`src/rtl/hp2vga_pkg.sv`:
```
// Shared definitions for the HP-to-VGA capture path: lock states, default
// raster timing and the decoder sample width.
package hp2vga_pkg;

   typedef enum logic [1:0] {
      UNLOCKED = 2'd0,
      HLOCK    = 2'd1,
      CAPTURE  = 2'd2
   } capture_state_t;

   localparam int H_TOTAL_DEF  = 800;
   localparam int H_ACTIVE_DEF = 640;
   localparam int V_ACTIVE_DEF = 400;
   localparam int TVP_W        = 10;

   function automatic logic period_in_tol(input int period, input int nominal, input int tol);
      return (period >= nominal - tol) && (period <= nominal + tol);
   endfunction

endpackage

```
`src/rtl/sync_period_monitor.sv`:
```
// Sync edge detection and line-period measurement for the TVP capture front end.
// Reports HSYNC/VSYNC falls, the pixel position x_cnt and per-line period verdicts.
module sync_period_monitor
   import hp2vga_pkg::*;
#(
   parameter int H_TOTAL = H_TOTAL_DEF,
   parameter int H_TOL   = 2,
   parameter int X_W     = $clog2(2 * H_TOTAL)
) (
   input  logic           TVP_CLK,
   input  logic           RESET_N,
   input  logic           hs,
   input  logic           vs,
   output logic           hs_fall,
   output logic           vs_fall,
   output logic [X_W-1:0] x_cnt,
   output logic           period_ok,
   output logic           period_bad,
   output logic [1:0]     good_cnt
);

   localparam int X_MAX = 2 * H_TOTAL - 1;

   logic hs_prev;
   logic vs_prev;
   logic armed;
   logic timeout;
   logic good_now;

   assign hs_fall = hs_prev & ~hs;
   assign vs_fall = vs_prev & ~vs;

   // The first HSYNC fall after reset or a timeout has no valid start point, so it only arms the check.
   assign timeout    = ~hs_fall & (x_cnt == X_W'(X_MAX - 1));
   assign good_now   = period_in_tol(int'(x_cnt) + 1, H_TOTAL, H_TOL);
   assign period_ok  = hs_fall & armed & good_now;
   assign period_bad = (hs_fall & armed & ~good_now) | timeout;

   always_ff @(posedge TVP_CLK or negedge RESET_N) begin
      if (!RESET_N) begin
         hs_prev  <= 1'b1;
         vs_prev  <= 1'b1;
         x_cnt    <= '0;
         armed    <= 1'b0;
         good_cnt <= 2'd0;
      end else begin
         hs_prev <= hs;
         vs_prev <= vs;

         if (hs_fall) begin
            x_cnt <= '0;
         end else if (x_cnt != X_W'(X_MAX)) begin
            x_cnt <= x_cnt + 1'b1;
         end

         if (timeout) begin
            armed    <= 1'b0;
            good_cnt <= 2'd0;
         end else if (hs_fall) begin
            armed <= 1'b1;
            if (armed && good_now) begin
               if (good_cnt != 2'd2) begin
                  good_cnt <= good_cnt + 2'd1;
               end
            end else begin
               good_cnt <= 2'd0;
            end
         end
      end
   end

endmodule

```
`src/rtl/tvp_pixel_capture.sv`:
```
// TVP decoder front end: locks to the sync timing, windows the active picture,
// thresholds luma to 1 bit and writes packed 8-pixel words to the frame buffer.
module tvp_pixel_capture
   import hp2vga_pkg::*;
#(
   parameter int               H_TOTAL   = H_TOTAL_DEF,
   parameter int               H_TOL     = 2,
   parameter int               H_START   = 96,
   parameter int               H_ACTIVE  = H_ACTIVE_DEF,
   parameter int               V_START   = 35,
   parameter int               V_ACTIVE  = V_ACTIVE_DEF,
   parameter logic [TVP_W-1:0] THRESHOLD = 10'd512,
   parameter int               ADDR_W    = 15
) (
   input  logic              TVP_CLK,
   input  logic              RESET_N,
   input  logic              TVP_HSYNC,
   input  logic              TVP_VSYNC,
   input  logic [TVP_W-1:0]  TVP_VIDEO,
   output logic              WR_EN,
   output logic [ADDR_W-1:0] WR_ADDR,
   output logic [7:0]        WR_DATA,
   output logic              FRAME_START,
   output logic              LOCKED,
   output logic              LINE_ERR
);

   localparam int X_W       = $clog2(2 * H_TOTAL);
   localparam int Y_W       = 11;
   localparam int LAST_ADDR = H_ACTIVE / 8 * V_ACTIVE - 1;

   capture_state_t state;

   logic              hs_q;
   logic              vs_q;
   logic [TVP_W-1:0]  video_q;
   logic              hs_fall;
   logic              vs_fall;
   logic [X_W-1:0]    x_cnt;
   logic [Y_W-1:0]    y_cnt;
   logic              period_ok;
   logic              period_bad;
   logic [1:0]        good_cnt;
   logic              in_window;
   logic              pix_bit;
   logic              frame_restart;
   logic [7:0]        sreg;
   logic [2:0]        phase;
   logic              word_done;
   logic [ADDR_W-1:0] addr;
   logic              addr_full;

   always_ff @(posedge TVP_CLK or negedge RESET_N) begin
      if (!RESET_N) begin
         hs_q    <= 1'b1;
         vs_q    <= 1'b1;
         video_q <= '0;
      end else begin
         hs_q    <= TVP_HSYNC;
         vs_q    <= TVP_VSYNC;
         video_q <= TVP_VIDEO;
      end
   end

   sync_period_monitor #(
      .H_TOTAL (H_TOTAL),
      .H_TOL   (H_TOL),
      .X_W     (X_W)
   ) u_monitor (
      .TVP_CLK    (TVP_CLK),
      .RESET_N    (RESET_N),
      .hs         (hs_q),
      .vs         (vs_q),
      .hs_fall    (hs_fall),
      .vs_fall    (vs_fall),
      .x_cnt      (x_cnt),
      .period_ok  (period_ok),
      .period_bad (period_bad),
      .good_cnt   (good_cnt)
   );

   // A VSYNC fall landing on an HSYNC fall still restarts the frame at line 0.
   always_ff @(posedge TVP_CLK or negedge RESET_N) begin
      if (!RESET_N) begin
         y_cnt <= '0;
      end else if (vs_fall) begin
         y_cnt <= '0;
      end else if (hs_fall && (y_cnt != '1)) begin
         y_cnt <= y_cnt + 1'b1;
      end
   end

   always_ff @(posedge TVP_CLK or negedge RESET_N) begin
      if (!RESET_N) begin
         state       <= UNLOCKED;
         FRAME_START <= 1'b0;
         LOCKED      <= 1'b0;
         LINE_ERR    <= 1'b0;
      end else begin
         FRAME_START <= 1'b0;
         LINE_ERR    <= period_bad;
         case (state)
            UNLOCKED: begin
               if (period_ok && (good_cnt != 2'd0)) begin
                  state <= HLOCK;
               end
            end
            HLOCK: begin
               if (period_bad) begin
                  state <= UNLOCKED;
               end else if (vs_fall) begin
                  state       <= CAPTURE;
                  LOCKED      <= 1'b1;
                  FRAME_START <= 1'b1;
               end
            end
            CAPTURE: begin
               if (period_bad) begin
                  state  <= UNLOCKED;
                  LOCKED <= 1'b0;
               end else if (vs_fall) begin
                  FRAME_START <= 1'b1;
               end
            end
            default: begin
               state  <= UNLOCKED;
               LOCKED <= 1'b0;
            end
         endcase
      end
   end

   assign frame_restart = vs_fall && !period_bad && (state != UNLOCKED);
   assign pix_bit       = (video_q >= THRESHOLD);
   assign in_window     = (state == CAPTURE)
                          && (int'(x_cnt) >= H_START) && (int'(x_cnt) < H_START + H_ACTIVE)
                          && (int'(y_cnt) >= V_START) && (int'(y_cnt) < V_START + V_ACTIVE);

   // A completed word is written the cycle after its 8th pixel; losing sync kills it.
   always_ff @(posedge TVP_CLK or negedge RESET_N) begin
      if (!RESET_N) begin
         sreg      <= '0;
         phase     <= '0;
         word_done <= 1'b0;
         addr      <= '0;
         addr_full <= 1'b0;
         WR_EN     <= 1'b0;
         WR_ADDR   <= '0;
         WR_DATA   <= '0;
      end else begin
         WR_EN     <= 1'b0;
         word_done <= 1'b0;

         if (word_done && !addr_full && !period_bad) begin
            WR_EN   <= 1'b1;
            WR_DATA <= sreg;
            WR_ADDR <= addr;
            if (addr == ADDR_W'(LAST_ADDR)) begin
               addr_full <= 1'b1;
            end else begin
               addr <= addr + 1'b1;
            end
         end

         if (frame_restart) begin
            addr      <= '0;
            addr_full <= 1'b0;
         end

         if (period_bad || vs_fall) begin
            sreg  <= '0;
            phase <= '0;
         end else if (in_window) begin
            sreg      <= {sreg[6:0], pix_bit};
            phase     <= phase + 3'd1;
            word_done <= (phase == 3'd7);
         end
      end
   end

endmodule
```
`config.mk`:
```
export PLATFORM = sky130hd
export DESIGN_NAME = tvp_pixel_capture
export DESIGN_NICKNAME = d
export VERILOG_FILES = /design/src/rtl/hp2vga_pkg.sv /design/src/rtl/sync_period_monitor.sv /design/src/rtl/tvp_pixel_capture.sv
export SDC_FILE = /design/constraint.sdc
export NUM_CORES = 1
export LEC_CHECK = 0
export CAP_MARGIN = 0
export CORE_ASPECT_RATIO = 0.5
export CORE_MARGIN = 3
export CORE_UTILIZATION = 59
export CTS_BUF_LIST = sky130_fd_sc_hd__clkbuf_4 sky130_fd_sc_hd__clkbuf_8
export DETAILED_ROUTE_END_ITERATION = 6
export GPL_TIMING_DRIVEN = 0
export PLACE_DENSITY = 0.83
export SETUP_SLACK_MARGIN = 0.3
export SYNTH_ARGS = -nofsm -noshare
export SYNTH_HDL_FRONTEND = slang
export SYNTH_SLANG_ARGS = --single-unit
export TNS_END_PERCENT = 5
```
`constraint.sdc`:
```
create_clock -name TVP_CLK -period 3.45 [get_ports TVP_CLK]
set_input_delay 0.69 -clock TVP_CLK [delete_from_list [all_inputs] [get_ports TVP_CLK]]
set_output_delay 0.69 -clock TVP_CLK [all_outputs]
set_load 0.03 [all_outputs]
```
# Yosys cells after proc, flatten, opt, wreduce, memory -nomap -nowiden
# Index checks and enable logic that the tools add are counted.
[totals]
elab_cells = 126
inputBits = 14
output_inout_bits = 27
ff_bits = 96
[classes]
n_bitwise = 12
n_eq_ne = 15
add_sub_neg = 6
muxes = 35
reduce_logical = 30
magnitude_cmp = 7
[ops]
columns = ["op", "n"]
rows = [
  ["15-bit 2-to-1 mux", 3],
  ["11-bit 2-to-1 mux", 4],
  ["32-bit by 11-bit greater-or-equal comparator with 1-bit output (second input constant)", 1],
  ["32-bit by 11-bit less-or-equal comparator with 1-bit output (second input constant)", 1],
  ["11-bit by 1-bit adder with 11-bit output (second input constant)", 2],
  ["11-bit != test (second input constant)", 2],
  ["2-bit 2-to-1 mux", 8],
  ["8-bit 2-to-1 mux", 2],
  ["2-bit nonzero test", 8],
  ["15-bit by 1-bit adder with 15-bit output (second input constant)", 1],
  ["15-bit == test (second input constant)", 1],
  ["1-bit 2-to-1 mux", 14],
  ["11-bit by 1-bit adder with 12-bit output (second input constant)", 1],
  ["1-bit logical AND", 12],
  ["2-bit != test (second input constant)", 6],
  ["11-bit == test (second input constant)", 1],
  ["11-bit by 6-bit greater-or-equal comparator with 1-bit output (second input constant)", 1],
  ["11-bit by 7-bit greater-or-equal comparator with 1-bit output (second input constant)", 1],
  ["11-bit by 10-bit less-than comparator with 1-bit output (second input constant)", 1],
  ["11-bit by 9-bit less-than comparator with 1-bit output (second input constant)", 1],
  ["10-bit greater-or-equal comparator (second input constant)", 1],
  ["1-bit bitwise AND", 6],
  ["3-bit 2-to-1 mux", 2],
  ["2-bit one-hot mux with 3 select lines", 1],
  ["other kinds (17)", 24],
]

# Longest topological paths before layout
# Gate-level depths: netlist of the first run.
[depth]
ltp_word = 11
ltp_mapped = 10
mapped_depth_nobuf = 9

# Hierarchy
# Synthesis of the first run repeated with hierarchy kept, for this count alone.
[hier_totals]
hier_cells = 443
area_unflattened_um2 = 4341.7
[modules_own_cells]
columns = ["mod", "n_inst", "seq_area_each_um2", "cells_each", "area_per_inst_um2"]
rows = [
  ["tvp_pixel_capture", 1, 1779.2, 324, 3209.3],
  ["sync_period_monitor", 1, 402.9, 119, 1132.3],
]

# Least setup slack after synthesis of the first run
# No wires, ideal clock.
[synth_path]
kind = "register -> register"
from = "reg u_monitor.x_cnt[0]"
to = "reg WR_ADDR[5]"
synth_period_minus_slack_ns = 2.608
path_stages_with_launch = 11
t_required_ns = 3.322
t_arrival_ns = 2.480
path_slack_ns = 0.842
path_buffers = 2
setup_ns = 0.128
path_cell_list = "dfrtp_1 -> ha_1 -> buf_2 -> nand2b_1 -> a21o_1 -> a211o_1 -> mux2i_2 -> a21o_1 -> nand3_2 -> buf_4 -> mux2_1"
[synth_between]
elab_chain_cells = 8
elab_cells_between_ends = 11
cone_classes = "add/sub: 1; order compare: 2; eq/ne: 1; bitwise: 4; reduce/logical: 3"
[synth_lines]
columns = ["element", "line", "rtl"]
rows = [
  ["start, declared", "sync_period_monitor.sv:16", "output logic [X_W-1:0] x_cnt,"],
  ["start signal, assigned", "sync_period_monitor.sv:53", "x_cnt <= x_cnt + 1'b1;"],
  ["11-bit by 1-bit adder with 12-bit output", "sync_period_monitor.sv:35", "assign good_now = period_in_tol(int'(x_cnt) + 1, H_TOTAL, H_TOL);"],
  ["32-bit by 11-bit greater-or-equal comparator with 1-bit output or 32-bit by 11-bit less-or-equal comparator with 1-bit output (tied branches)", "hp2vga_pkg.sv:17", "return (period >= nominal - tol) && (period <= nominal + tol);"],
  ["1-bit logical AND", "hp2vga_pkg.sv:17", ""],
  ["1-bit NOT", "sync_period_monitor.sv:37", "assign period_bad = (hs_fall & armed & ~good_now) | timeout;"],
  ["1-bit bitwise AND", "sync_period_monitor.sv:37", ""],
  ["1-bit OR (*)", "sync_period_monitor.sv:37", ""],
  ["1-bit zero test (*)", "tvp_pixel_capture.sv:154", "if (word_done && !addr_full && !period_bad) begin"],
  ["1-bit logical AND (*)", "tvp_pixel_capture.sv:154", ""],
  ["end signal, assigned", "tvp_pixel_capture.sv:157", "WR_ADDR <= addr;"],
  ["end, declared", "tvp_pixel_capture.sv:21", "output logic [ADDR_W-1:0] WR_ADDR,"],
]
# Mark *: on every way between the ends. The rest lies on a longest branch, timed or not.
# A chain may end at the register's enable or synchronous reset.

# Final worst setup path of the first run
# Ends and elaborated chain as after synthesis.

==> results_dict.tcl, run 1 <==
set metrics [dict create \
    max-slew-margin-rel_pct 54.40 \
    tightest_slew_ns 0.6840 \
    routed_wl_um 8742 \
    cp_slowest_stage_delay_ns 0.50 \
    worst_slack_ns 0.4711 \
    synth-edff-count 0 \
    fin_crit_sh_pct 86.35 \
    grt_overflow 0 \
    synth.yosys.seq_area_share_pct 48.77 \
    critPathRequiredTime_ns 3.69 \
    syn_area_um2 4474 \
    die_area_um2 8728 \
    crit_cells 10 \
    place_ws_ns 0.4182 \
    powerDensity_nw_per_um2 409.8 \
    reg2reg_setup_slack_ns 0.47 \
    wl_per_cell_um 15.36 \
    synth-warning-count 0 \
    path_cells "ha_1, buf_2, nand2b_1, a21o_1, a211o_1, mux2i_2, a21o_2, nand3_2, buf_4, mux2_1" \
    critical_path_buf_inv_count 2 \
    utilization_pct 73.44 \
    drt_iter0_drc 198 \
    core_area_um2 7015 \
    drive_gt1_share_pct 15.72 \
    async_flop_share_pct 100.0 \
    grt_max_degree 53 \
    clock.fmax_mhz 335.7 \
    grt_setup_unrepaired "yes" \
    cts_tree "yes" \
    dp_hpwl_um 6071 \
    yosys.area.top_type "dfrtp_1" \
    vias 3363 \
    r2r_end "WR_ADDR[5]" \
    ir_worst_vdd_mv 0.2375 \
    cap_violations 0 \
    gr-usage-all-layers_pct 21.75 \
    via_per_inst 5.910 \
    crit_arrival_ns 3.21 \
    ys_top_cells_by_count "dfrtp_1 (83), nor2_1 (39), nand2_1 (28), nand3_1 (24), mux2_2 (22)" \
    avgSynthCellArea_um2 10.43 \
    cts-root-buf "clkbuf_8" \
    route.detailed.drc 0 \
    path_max_fanout 10 \
    ys_types 58 \
    status "finished, final reports clean" \
    hold_violations 0 \
    numCtsBuffers 9 \
    num_antenna_cells 0 \
    path_delay_family "compound AO/OA/AOI/OAI gates" \
    routabilityCongestion 0.8422 \
    cts_setup_buffers 0 \
    path_class "reg2reg" \
    ios 41 \
    slowest_stage "dfrtp_1" \
    whs_ns 0.2877 \
    clock_path_buffers 2 \
    synthTopCellsByArea "dfrtp_1 (46%), mux2_2 (5.5%), ha_1 (3.9%), nor2_1 (3.3%), mux2i_1 (2.7%)" \
    portBuffers 31 \
    nets 500 \
    grt_pass1_wl_um 14940 \
    firstDrtPassIters 5 \
    die_w_um 129.2 \
    die-height_um 67.58 \
    synthFlopType "dfrtp_1" \
    rows 21 \
    grt_antenna_before_repair 0 \
    hold_class "in2async" \
    syn_to_final_growth_pct 15.16 \
    critPathLaunchType "flip-flop" \
    worst_r2r_path_depth 10 \
    yosysMostFrequentCell "dfrtp_1" \
    ys_seq_elements 87 \
    clkTransAtPathRegs_ns 0.08 \
    clock-sinks 87 \
    synth_top_cell_area_share_pct 46.42 \
    r2r-start "u_monitor.x_cnt[0]" \
    htreeDepth 3 \
    cp-end-kind "flip-flop" \
    worst_skew_pair.late_latency_ns 0.35 \
    drtAntennaViolNets 0 \
    setup_viol 0 \
    fin_crit_ns 2.979 \
    initial_core_util_pct 63.78 \
    grt_pass1_vias 3204 \
    slew_viol_final 0 \
    syn_inst 429 \
    p_leak_nw 2.372 \
    critPathLaunch "u_monitor.x_cnt[0]" \
    synth_nets 457 \
    fin_worst_skew_ns 0.006255 \
]
## layer usage
metal	track usage (%)	vias to the layer above	part of all wire [%]
met4	7.068	0	0.78
met2	33.89	64	48
met1	30.11	1653	47
met5	0	-	0
met3	5.608	9	4.1
li1	-	1637	-
## worst max path at each step
stage,end
6_report,WR_ADDR[5]
5_1_grt,WR_ADDR[5]
4_1_cts,WR_ADDR[5]
3_5_place_dp,WR_ADDR[5]
3_3_place_gp,WR_DATA[5]
2_1_floorplan,WR_ADDR[5]
## worst reg2reg max path, stage by stage, from the launching register on
cell and delay [ns]:
dfrtp_1 0.50, ha_1 0.25, buf_2 0.17, nand2b_1 0.16
a21o_1 0.17, a211o_1 0.26, mux2i_2 0.33, a21o_2 0.29
nand3_2 0.17, buf_4 0.24, mux2_1 0.32
## cells by family after synthesis
| logic type | after synthesis | share of synthesized area, % |
|---|---|---|
| simple gates | 159 | 19.35 |
| buf+inv | 39 | 4.139 |
| compound gates | 74 | 11.13 |
| mux | 36 | 8.781 |
| flops | 87 | 48.77 |
| fa+ha+maj | 14 | 3.915 |
| xor+xnor | 20 | 3.915 |
## sequential cells by signal, summed over array words and instances (netlist names)
signal              flops
WR_EN                   1
hs_q                    1
addr_full               1
video_q                 1
sreg                    8
word_done               1
state                   2
LINE_ERR                1
u_monitor.hs_prev       1
addr                   15
phase                   3
u_monitor.armed         1
u_monitor.good_cnt      2
WR_ADDR                15
u_monitor.vs_prev       1
LOCKED                  1
WR_DATA                 8
u_monitor.x_cnt        11
y_cnt                  11
FRAME_START             1
vs_q                    1
## power by group
group	internal [mW]	switching (mW)	total [mW]
Clock	0.436	0.348	0.783
Combinational	0.0955	0.152	0.247
Sequential	1.05	0.0343	1.08
## layout by cell type, fill, tap and decap left out, types with 3 or more instances in the layout
| cell type | count |
|---|---|
| a211oi_1 | 3 |
| a21oi_1 | 19 |
| a21oi_2 | 3 |
| a31oi_1 | 3 |
| and3_1 | 5 |
| and4_1 | 3 |
| buf_2 | 7 |
| buf_4 | 5 |
| clkbuf_1 | 11 |
| clkbuf_8 | 10 |
| clkdlybuf4s50_1 | 30 |
| dfrtp_1 | 83 |
| dfstp_2 | 4 |
| ha_1 | 14 |
| inv_1 | 15 |
| mux2_2 | 22 |
| mux2i_1 | 12 |
| nand2_1 | 28 |
| nand2b_1 | 4 |
| nand3_1 | 24 |
| nand4_1 | 8 |
| nor2_1 | 39 |
| nor2b_1 | 4 |
| nor3_1 | 9 |
| nor4_1 | 4 |
| o21ai_0 | 15 |
| o31ai_1 | 12 |
| or3_1 | 7 |
| or4_1 | 9 |
| xnor2_1 | 9 |
| xor2_1 | 11 |
## metrics by stage
step	instances	TNS, ns	area (um^2)	power (mW)
4_1_cts	569	0	5151	2.134
2_1_floorplan	429	0	4474	1.272
5_1_grt	569	0	5152	2.218
3_5_place_dp	553	0	4925	1.346
3_3_place_gp	552	-116.76	4900	1.337
6_report	569	0	5152	2.112
## cell type report
class / instances / area [um^2]
Clock buffer: 11 / 145.1
Inverter: 15 / 56.30
Sequential cell: 87 / 2182
Multi-Input combinational cell: 303 / 2108
Clock inverter: 5 / 81.33
Fill cell: 514 / 1863
Buffer: 24 / 128.9
Tap cell: 92 / 115.1
Timing Repair Buffer: 32 / 335.3
## what timing repair did
action,4_1_cts,5_1_grt
endpoints found under the setup margin,0,29
resized for setup,0,1
hold buffers,0,0
hold endpoints to repair,0,0
No activity file was read; power rests on OpenSTA's default activity.
==> run 2, diff against run 1 <==
--- a/config.mk
+++ b/config.mk
@@ -8,9 +8,10 @@
 export CAP_MARGIN = 0
 export CORE_ASPECT_RATIO = 0.5
 export CORE_MARGIN = 3
-export CORE_UTILIZATION = 59
+export CORE_UTILIZATION = 66
 export CTS_BUF_LIST = sky130_fd_sc_hd__clkbuf_4 sky130_fd_sc_hd__clkbuf_8
 export DETAILED_ROUTE_END_ITERATION = 6
+export DONT_BUFFER_PORTS = 1
 export GPL_TIMING_DRIVEN = 0
 export PLACE_DENSITY = 0.83
 export SETUP_SLACK_MARGIN = 0.3
==> results_dict.tcl, run 2 (synthesized netlist as in run 1, its figures left out) <==
set metrics [dict create \
    status "finished, final reports clean" \
    drt_iter0_drc 233 \
    cts_tree "yes" \
    nets 472 \
    cp-end-kind "flip-flop" \
    gr-usage-all-layers_pct 25.48 \
    path_delay_family "compound AO/OA/AOI/OAI gates" \
    core_area_um2 6306 \
    clock_path_buffers 2 \
    vias 3363 \
    tightest_slew_ns 0.6948 \
    post_cts_resized 0 \
    path_class "reg2reg" \
    cp_slowest_stage_delay_ns 0.49 \
    fin_worst_skew_ns 0.01285 \
    reg.largest.list "WR_ADDR x15, addr x15" \
    mostFrequentLayoutCells "dfrtp_1 (83), nor2_1 (39), nand2_1 (28)" \
    die-height_um 64.22 \
    max-slew-margin-rel_pct 53.68 \
    critPathLaunchType "flip-flop" \
    htreeDepth 3 \
    critPathRequiredTime_ns 3.70 \
    hold_violations 0 \
    fin_setup_tns_ns 0 \
    wl_per_cell_um 17.30 \
    clock-sinks 87 \
    layout_commonest_cell "dfrtp_1" \
    worst_skew_pair.late_latency_ns 0.36 \
    fin_crit_sh_pct 86.70 \
    ir_worst_vdd_mv 0.2918 \
    fin_crit_ns 2.991 \
    initial_core_util_pct 70.95 \
    grt_antenna_before_repair 0 \
    crit_arrival_ns 3.24 \
    portBuffers 0 \
    cts_setup_buffers 0 \
    p_leak_nw 2.286 \
    critical_path_buf_inv_count 2 \
    syn_to_final_growth_pct 9.116 \
    path_cells "ha_1, buf_2, nand2b_1, a21o_1, a211o_1, mux2i_2, a21o_1, nand3_2, buf_4, mux2_1" \
    cp_common_cell "a21o_1" \
    cap_violations 0 \
    numCtsBuffers 9 \
    slowest_stage "dfrtp_1" \
    num_antenna_cells 0 \
    grt_setup_unrepaired "yes" \
    ios 41 \
    path_max_fanout 10 \
    cts-root-buf "clkbuf_8" \
    setup_viol 0 \
    die_area_um2 7863 \
    drtAntennaViolNets 0 \
    die_w_um 122.4 \
    grt_max_degree 42 \
    firstDrtPassIters 5 \
    via_per_inst 6.263 \
    hold_class "in2async" \
    dp_hpwl_um 6092 \
    route.detailed.drc 0 \
    drive_gt1_share_pct 16.48 \
    slew_viol_final 0 \
    clock.fmax_mhz 334.3 \
    grt_pass1_vias 3299 \
    clkTransAtPathRegs_ns 0.09 \
    grt_overflow 0 \
    powerDensity_nw_per_um2 440.3 \
    rows 20 \
    routabilityCongestion 0.8848 \
    grt_pass1_wl_um 15660 \
    routed_wl_um 9289 \
    whs_ns 0.1445 \
]
-- run 2: metrics by stage --
step | util, % | setup slack (ns) | cells | power, mW | cell area (um^2)
5_1_grt | 77.42 | 0.2776 | 537 | 2.247 | 4882
3_3_place_gp | 72.70 | 0.5284 | 517 | 1.305 | 4584
4_1_cts | 77.10 | 0.4182 | 536 | 2.154 | 4862
3_5_place_dp | 72.70 | 0.4453 | 517 | 1.321 | 4584
2_1_floorplan | - | 0.8423 | 429 | 1.272 | 4474
6_report | 77.42 | 0.4590 | 537 | 2.150 | 4882
-- run 2: report_power, final --
part / total (mW) / internal (mW) / leakage (nW) / switching, mW
clock network: 0.820 / 0.454 / 0.121 / 0.366
logic: 0.247 / 0.0940 / 0.979 / 0.153
registers: 1.08 / 1.05 / 1.19 / 0.0350
-- run 2: final cells by class --
cell class / count / area [um^2]
buffer: 24 / 128.9
sequential: 87 / 2182
clock buffer: 11 / 151.4
inverter: 15 / 56.30
tap: 88 / 110.1
timing repair buffer: 4 / 60.06
clock inverter: 5 / 86.33
fill: 416 / 1424
multi-input combinational: 303 / 2107
-- run 2: worst reg2reg max path, delay by kind of cell, from the launching register on --
| family | cells | cell delay, ns |
|---|---|---|
| compound gates | 3 | 0.76 |
| mux | 2 | 0.64 |
| flops | 1 | 0.49 |
| buf+inv | 2 | 0.42 |
| simple gates | 2 | 0.36 |
| fa+ha+maj | 1 | 0.24 |
-- run 2: worst paths after layout --
path                                    startpoint                end  cells after the start  slack (ns)
worst max-delay path            u_monitor.x_cnt[0]         WR_ADDR[5]                     10        0.46
worst max register to register  u_monitor.x_cnt[0]         WR_ADDR[5]                     10        0.46
worst min-delay path                       RESET_N           addr[14]                      1        0.14
worst min register to register                hs_q  u_monitor.hs_prev                      0        0.38
min in group TVP_CLK                     TVP_VSYNC               vs_q                      0        0.32
max in group asynchronous                  RESET_N        WR_ADDR[12]                      1        2.46
-- run 2: timing repair --
| item | CTS | global route |
|---|---|---|
| hold buffers | 3 | 1 |
| endpoints found under the setup margin | 0 | 18 |
| endpoints found under the hold margin | 41 | 31 |
-- run 2: layer usage --
layer	up-vias	GRT usage, %	wire length [um]
met5	-	0	0
met3	25	7.692	505
li1	1566	-	-
met2	97	40.67	4337
met1	1675	33.33	4255
met4	0	8.647	191
